**src/rtl/br_delay_serializer_if.sv**
```systemverilog
// br_delay_serializer_if: parallel push / serial pop handshake bundle.
interface br_delay_serializer_if #(
  parameter int Width     = 1,
  parameter int NumStages = 2
);
  logic                             push_valid;
  logic                             push_ready;
  logic [NumStages-1:0][Width-1:0]  push_data;
  logic                             pop_valid;
  logic                             pop_ready;
  logic [Width-1:0]                 pop_data;
  logic                             pop_last;
  modport master (
    output push_valid, push_data, pop_ready,
    input  push_ready, pop_valid, pop_data, pop_last
  );
  modport slave (
    input  push_valid, push_data, pop_ready,
    output push_ready, pop_valid, pop_data, pop_last
  );
endinterface

```
**src/rtl/br_delay_serializer.sv**
```systemverilog
// br_delay_serializer: emits a NumStages x Width word as beats, highest index first.
// Optional abort input when BR_DELAY_SERIALIZER_ABORT_EN is defined.
module br_delay_serializer #(
  parameter int Width     = 1,
  parameter int NumStages = 2
) (
  input logic clk,
  input logic rst,
`ifdef BR_DELAY_SERIALIZER_ABORT_EN
  input logic abort,
`endif
  br_delay_serializer_if.slave ser
);
  localparam int CW = NumStages > 1 ? $clog2(NumStages) : 1;
  typedef enum logic {IDLE, BUSY} state_t;
  state_t                          state_q, state_d;
  logic [CW-1:0]                   cnt_q, cnt_d;
  logic [NumStages-1:0][Width-1:0] word_q, word_d;
  logic busy, last, abort_s, pop_fire, push_fire;
  if (Width < 1 || NumStages < 1) begin : g_bad_params
    $error("br_delay_serializer: Width and NumStages must be >= 1");
  end
`ifdef BR_DELAY_SERIALIZER_ABORT_EN
  assign abort_s = abort;
`else
  assign abort_s = 1'b0;
`endif
  assign busy           = state_q == BUSY;
  assign last           = busy && cnt_q == '0;
  assign ser.pop_valid  = busy;
  assign ser.pop_data   = word_q[cnt_q];
  assign ser.pop_last   = last;
  // Ready follows pop_ready on the last beat so words stream with no bubble.
  assign ser.push_ready = !abort_s && (!busy || (last && ser.pop_ready));
  assign push_fire      = ser.push_valid && ser.push_ready;
  assign pop_fire       = busy && ser.pop_ready && !abort_s;
  always_comb begin
    state_d = state_q;
    cnt_d   = cnt_q;
    word_d  = word_q;
    if (push_fire) begin
      state_d = BUSY;
      cnt_d   = CW'(NumStages - 1);
      word_d  = ser.push_data;
    end else if (busy && abort_s) begin
      state_d = IDLE;
      cnt_d   = '0;
    end else if (pop_fire) begin
      state_d = last ? IDLE : BUSY;
      cnt_d   = last ? cnt_q : cnt_q - 1'b1;
    end
  end
  always_ff @(posedge clk) begin
    if (rst) begin
      state_q <= IDLE;
      cnt_q   <= '0;
      word_q  <= '0;
    end else begin
      state_q <= state_d;
      cnt_q   <= cnt_d;
      word_q  <= word_d;
    end
  end
  a_stall_stable: assert property (@(posedge clk) disable iff (rst)
    busy && !ser.pop_ready && !abort_s |=> $stable(ser.pop_data) && ser.pop_valid);
  a_cnt_range: assert property (@(posedge clk) disable iff (rst)
    cnt_q <= CW'(NumStages - 1));
endmodule
```
**src/flat_wrapper.sv**
```systemverilog
// flat-port wrapper written by rule: the top's interface ports become plain ports
module br_delay_serializer_flat 
#(
  parameter int Width     = 1,
  parameter int NumStages = 2
)
  (clk, rst, ser_push_valid, ser_push_data, ser_pop_ready, ser_push_ready, ser_pop_valid, ser_pop_data, ser_pop_last);
  br_delay_serializer_if #(.Width(Width), .NumStages(NumStages)) ser_i ();
  input logic clk;
  input logic rst;
  input wire logic [$bits(ser_i.push_valid)-1:0] ser_push_valid;
  input wire logic [$bits(ser_i.push_data)-1:0] ser_push_data;
  input wire logic [$bits(ser_i.pop_ready)-1:0] ser_pop_ready;
  output wire logic [$bits(ser_i.push_ready)-1:0] ser_push_ready;
  output wire logic [$bits(ser_i.pop_valid)-1:0] ser_pop_valid;
  output wire logic [$bits(ser_i.pop_data)-1:0] ser_pop_data;
  output wire logic [$bits(ser_i.pop_last)-1:0] ser_pop_last;
  assign ser_i.push_valid = ser_push_valid;
  assign ser_i.push_data = ser_push_data;
  assign ser_i.pop_ready = ser_pop_ready;
  assign ser_push_ready = ser_i.push_ready;
  assign ser_pop_valid = ser_i.pop_valid;
  assign ser_pop_data = ser_i.pop_data;
  assign ser_pop_last = ser_i.pop_last;
  br_delay_serializer #(.Width(Width), .NumStages(NumStages)) u_core (.clk(clk), .rst(rst), .ser(ser_i));
endmodule
```
**config.mk**
```make
export PLATFORM = sky130hd
export DESIGN_NAME = br_delay_serializer_flat
export DESIGN_NICKNAME = d
export VERILOG_FILES = /design/src/rtl/br_delay_serializer_if.sv /design/src/rtl/br_delay_serializer.sv /design/src/flat_wrapper.sv
export SDC_FILE = /design/constraint.sdc
export NUM_CORES = 1
export LEC_CHECK = 0
export BUFFER_PORTS_ARGS = -buffer_cell sky130_fd_sc_hd__buf_4
export CORE_AREA = 2 2 39 41
export CTS_CLUSTER_DIAMETER = 40
export DETAILED_ROUTE_END_ITERATION = 7
export DIE_AREA = 0 0 41 43
export SETUP_SLACK_MARGIN = 0.4
export SLEW_MARGIN = 40
export SYNTH_ARGS = -nofsm -noshare
export SYNTH_HDL_FRONTEND = slang
export SYNTH_SLANG_ARGS = --single-unit
```
**constraint.sdc**
```tcl
create_clock -name clk -period 1.25 [get_ports clk]
set_input_delay 0.0625 -clock clk [delete_from_list [all_inputs] [get_ports clk]]
set_output_delay 0.0625 -clock clk [all_outputs]
set_load 0.02 [all_outputs]
```
Yosys cells after proc, flatten, opt, wreduce, memory -nomap -nowiden --
Index checks and enable logic that the tools add are counted.
Operators by class: equal/unequal tests 1, bitwise logic cells 1, reduce and logical (&&, ||, !) cells 8, order comparisons 1, add/subtract/negate cells 1, multiplexer cells 8
Operator list (number):
- $mux W1 | 8
- $logic_and A1 B1 Y1 | 4
- $lt A1 B2 Y1 const B | 1
- $ne A2 B2 Y1 const B | 1
- $reduce_and A2 Y1 | 1
- $reduce_bool A2 Y1 | 1
- $logic_not A1 Y1 | 1
- $logic_or A1 B1 Y1 | 1
- $not A1 Y1 | 1
- $sub A1 B1 Y1 const B | 1
Storage, ports and cells: bits of input ports 6, flip-flop bits (word level) 4, word-level logic and storage cells 24

Logic depth before layout (Yosys ltp) --
word-level depth 7, gate-level depth with buffers 3, mapped depth without buffers 3

Least setup slack after synthesis --
Ideal clock, no wire load.
kind reg2reg, from reg u_core.cnt_q, to reg u_core.word_q[0] in the netlist's numbering, data arrival time 0.813 ns, stages on the path, launching flop included 4, path slack 0.365 ns, cells stage by stage dfxtp_1 > nand2b_4 > a21boi_4 > mux2i_1
Between the ends: longest elaborated chain between the ends 5
Ends and longest elaborated chain:
- start: declaration | line br_delay_serializer.sv:17 | logic [CW-1:0] cnt_q, cnt_d;
- start signal: assignment | line br_delay_serializer.sv:60 | cnt_q <= cnt_d;
- $not A1 Y1 | line br_delay_serializer.sv:29 | assign last = busy && cnt_q == '0;
- $logic_and A1 B1 Y1 | line br_delay_serializer.sv:29
- $logic_and A1 B1 Y1 | line br_delay_serializer.sv:34 | assign ser.push_ready = !abort_s && (!busy || (last && ser.pop_ready));
- $logic_or A1 B1 Y1 | line br_delay_serializer.sv:34
- $logic_and A1 B1 Y1 | line br_delay_serializer.sv:35 | assign push_fire = ser.push_valid && ser.push_ready;
- end signal: assignment | line br_delay_serializer.sv:61 | word_q <= word_d;
- end: declaration | line br_delay_serializer.sv:18 | logic [NumStages-1:0][Width-1:0] word_q, word_d;
No other way between the ends. A chain may end at the register's enable or synchronous reset.

Worst setup path after layout --
from reg u_core.cnt_q, to out ser_pop_data
Between the ends: longest elaborated chain between the ends 2
Ends and longest elaborated chain:
- $mux W1 (not written as such) (2 in series) | line br_delay_serializer.sv:31 | assign ser.pop_data = word_q[cnt_q];
- end: declaration | line flat_wrapper.sv:16 | output wire logic [$bits(ser_i.pop_data)-1:0] ser_pop_data;
No other way between the ends. The select of a mux whose other input is x is not followed.

==> load_flow_metrics.sql <==
INSERT INTO impl_metrics (metric_group, metric, value, unit) VALUES
('global_routing', 'global_route.usage.total', '6.23', '%'),
('cts', 'clock-sinks', '4', ''),
('worst_setup_path', 'worstRegToRegCells', '3', ''),
('placed_design', 'hpwlAfterDp', '297', 'microns'),
('cts', 'numCtsBuffers', '3', ''),
('worst_setup_path', 'r2r-end', 'u_core.word_q[1]', ''),
('sta', 'finalHoldViolCount', '0', ''),
('cts', 'cts_hold_repair.buffers', '0', ''),
('die', 'top_level_ports', '10', ''),
('worst_setup_path', 'cp-start-kind', 'register', ''),
('yosys', 'synth_enable_flop_cells', '0', ''),
('layout', 'fillers', '150', ''),
('cts', 'cts_tree', 'built', ''),
('outcome', 'status', 'complete, no violations', ''),
('yosys', 'synthMuxAreaShare', '15.0', '%'),
('sta', 'setup_tns', '0', 'ns'),
('min_path', 'timing.hold.worst.class', 'input pin to register', ''),
('layout', 'post-route-cell-area', '365', 'sq um'),
('placed_design', 'placedCellCount', '45', ''),
('sta', 'rsz0062_at_grt', 'true', ''),
('yosys', 'yosysMostFrequentCell', 'sky130_fd_sc_hd__nand2b_1', ''),
('sta', 'timing.final.max_slew_violations', '0', ''),
('global_routing', 'number_of_antenna_violations_at_the_first_check_in_global_routing', '0', ''),
('global_routing', 'groute.layer.met1.usage', '9.03', '%'),
('yosys', 'ys.flop_type', 'sky130_fd_sc_hd__dfxtp_1', ''),
('layout', 'layout-drive-gt1-share', '66.7', '%'),
('yosys', 'synthAdderAreaFrac', '0', '%'),
('detailed_routing', 'first_iter_violations', '1', ''),
('yosys', 'synth_sequential_area_ratio', '38.3', '%'),
('cts', 'clock_latency', '0.23', 'ns'),
('detailed_routing', 'detail_route.drc_violations', '0', ''),
('global_routing', 'grt_start_max_net_pins', '7', ''),
('worst_setup_path', 'setup_slack_reg_to_reg', '0.30', 'ns'),
('power', 'cellPowerDensity', '1110', 'nW/um^2'),
('power', 'worst_ir_drop_on_vdd', '0.340', 'mV'),
('sta', 'min_period', '1.09', 'ns'),
('yosys', 'synth-compound-area-share', '15.6', '%'),
('detailed_routing', 'drt.antenna.violating_nets', '0', ''),
('die', 'floorplan.initialDensity', '15.1', '%'),
('yosys', 'syn_area_per_cell', '10.4', 'sq um'),
('layout', 'antenna_cells', '0', ''),
('worst_setup_path', 'critical_path.reg2reg.startpoint', 'u_core.cnt_q', ''),
('sta', 'achievable-frequency', '919', 'MHz'),
('yosys', 'mappedNetlistNets', '26', ''),
('layout', 'areaGrowthSynthToFinish', '74.9', '%'),
('yosys', 'post-synth-top-area-fraction', '38.3', '%'),
('worst_setup_path', 'timing.critical_path.from', 'u_core.cnt_q', ''),
('yosys', 'ranking_of_synthesized_cells_by_area', 'sky130_fd_sc_hd__dfxtp_1 38%, sky130_fd_sc_hd__nand2b_1 15%, sky130_fd_sc_hd__mux2i_1 9.6%', ''),
('worst_setup_path', 'timing.critical_path.to', 'ser_pop_data', ''),
('layout', 'layout.nets', '41', ''),
('placed_design', 'place_congestion', '0.646', ''),
('layout', 'post-route-util', '26.4', '%'),
('yosys', 'synth.ff_latch_count', '4', ''),
('global_routing', 'gr-usage-met2', '5.00', '%'),
('yosys', 'synth_simple_gate_area_share', '31.1', '%'),
('cts', 'path_clk_slew', '0.04', 'ns'),
('die', 'fp-row-count', '14', ''),
('die', 'chipWidth', '41', 'microns'),
('worst_setup_path', 'worstPathRequired', '1.19', 'ns'),
('detailed_routing', 'via_count', '178', ''),
('sta', 'tightestPinTransition', '0.187', 'ns'),
('worst_setup_path', 'cp.arrival', '1.03', 'ns'),
('sta', 'final_setup_violation_count', '0', ''),
('layout', 'finish.cell_count_without_fillers', '49', ''),
('worst_setup_path', 'worst-path-max-fanout', '4', ''),
('detailed_routing', 'vias_per_cell', '3.63', ''),
('yosys', 'syn_area', '209', 'sq um'),
('global_routing', 'gr-usage-met3', '3.14', '%'),
('global_routing', 'grt_most_used_layer', 'met1', ''),
('global_routing', 'global_route_wire_length_before_repair', '614', 'microns'),
('detailed_routing', 'drt_pass1_iterations', '2', '');
[registers in the layout, indices dropped and copies added (netlist names)]
signal / cells
u_core.word_q: 2
u_core.cnt_q: 1
u_core.ser.pop_valid: 1
[cell type report]
cell class	count	area (sq um)	share of cell area, %
Clock buffer	3	22.5	6.16
Tap cell	16	20.0	5.48
Timing Repair Buffer	10	90.1	24.7
Sequential cell	4	87.6	24.0
Multi-Input combinational cell	16	145	39.7
[metrics by stage]
step | hold slack, ns | total power, mW | setup WS (ns)
floorplan | 0.127 | 0.195 | 0.397
global placement | 0.262 | 0.230 | 0.358
detailed placement | 0.265 | 0.231 | 0.332
CTS | 0.0117 | 0.417 | 0.148
global route | 0.0319 | 0.432 | 0.133
finish | 0.0215 | 0.406 | 0.162
[placed cells by master (no fill, tap or decap), drive strengths merged]
| master | netlist | final |
|---|---|---|
| buf | 0 | 10 |
| a311oi | 1 | 1 |
| mux2 | 1 | 1 |
| nand2b | 6 | 6 |
| dfxtp | 4 | 4 |
| nor2 | 2 | 2 |
| clkbuf | 0 | 3 |
| mux2i | 2 | 2 |
| and2b | 1 | 1 |
| nand2 | 1 | 1 |
| a21oi | 1 | 1 |
| a21boi | 1 | 1 |
[cell families (layout without fill, tap and decap cells)]
group                  count (synthesis)  after routing
AO/OA/AOI/OAI                          3              3
buffers and inverters                  0             13
flip-flops                             4              4
multiplexers                           3              3
AND/OR/NAND/NOR                       10             10
[worst min path at each step]
stage,startpoint,end,slack [ns],depth (start not counted)
floorplan,rst,u_core.cnt_q,0.13,1
detailed placement,rst,u_core.ser.pop_valid,0.26,2
global placement,rst,u_core.ser.pop_valid,0.26,2
global route,rst,u_core.cnt_q,0.03,2
finish,rst,u_core.cnt_q,0.02,2
CTS,rst,u_core.cnt_q,0.01,2
[per-layer routing]
| layer | share of wire [%] | vias up |
|---|---|---|
| li1 | - | 96 |
| met1 | 49 | 71 |
| met2 | 37 | 9 |
| met3 | 12 | 2 |
| met4 | 0.99 | 0 |
| met5 | 0 | - |
[worst max-delay path, stage by stage, from the launching register on]
cell and delay (ns):
sky130_fd_sc_hd__dfxtp_4 0.36, sky130_fd_sc_hd__mux2_4 0.30, sky130_fd_sc_hd__buf_6 0.13
[power breakdown]
group / total, mW / leakage (nW) / internal [mW] / switching (mW)
clock: 0.160 / 0.0138 / 0.107 / 0.0526
sequential: 0.149 / 0.0343 / 0.137 / 0.0115
combinational: 0.0970 / 0.110 / 0.0581 / 0.0389
[timing repair]
action,in CTS,in global routing
gates resized for setup,9,1
hold endpoints to repair,0,0
endpoints found under the setup margin,7,7
setup buffers,1,0
pin swaps,1,1
Note: power is estimated with default switching activity, not from simulation.
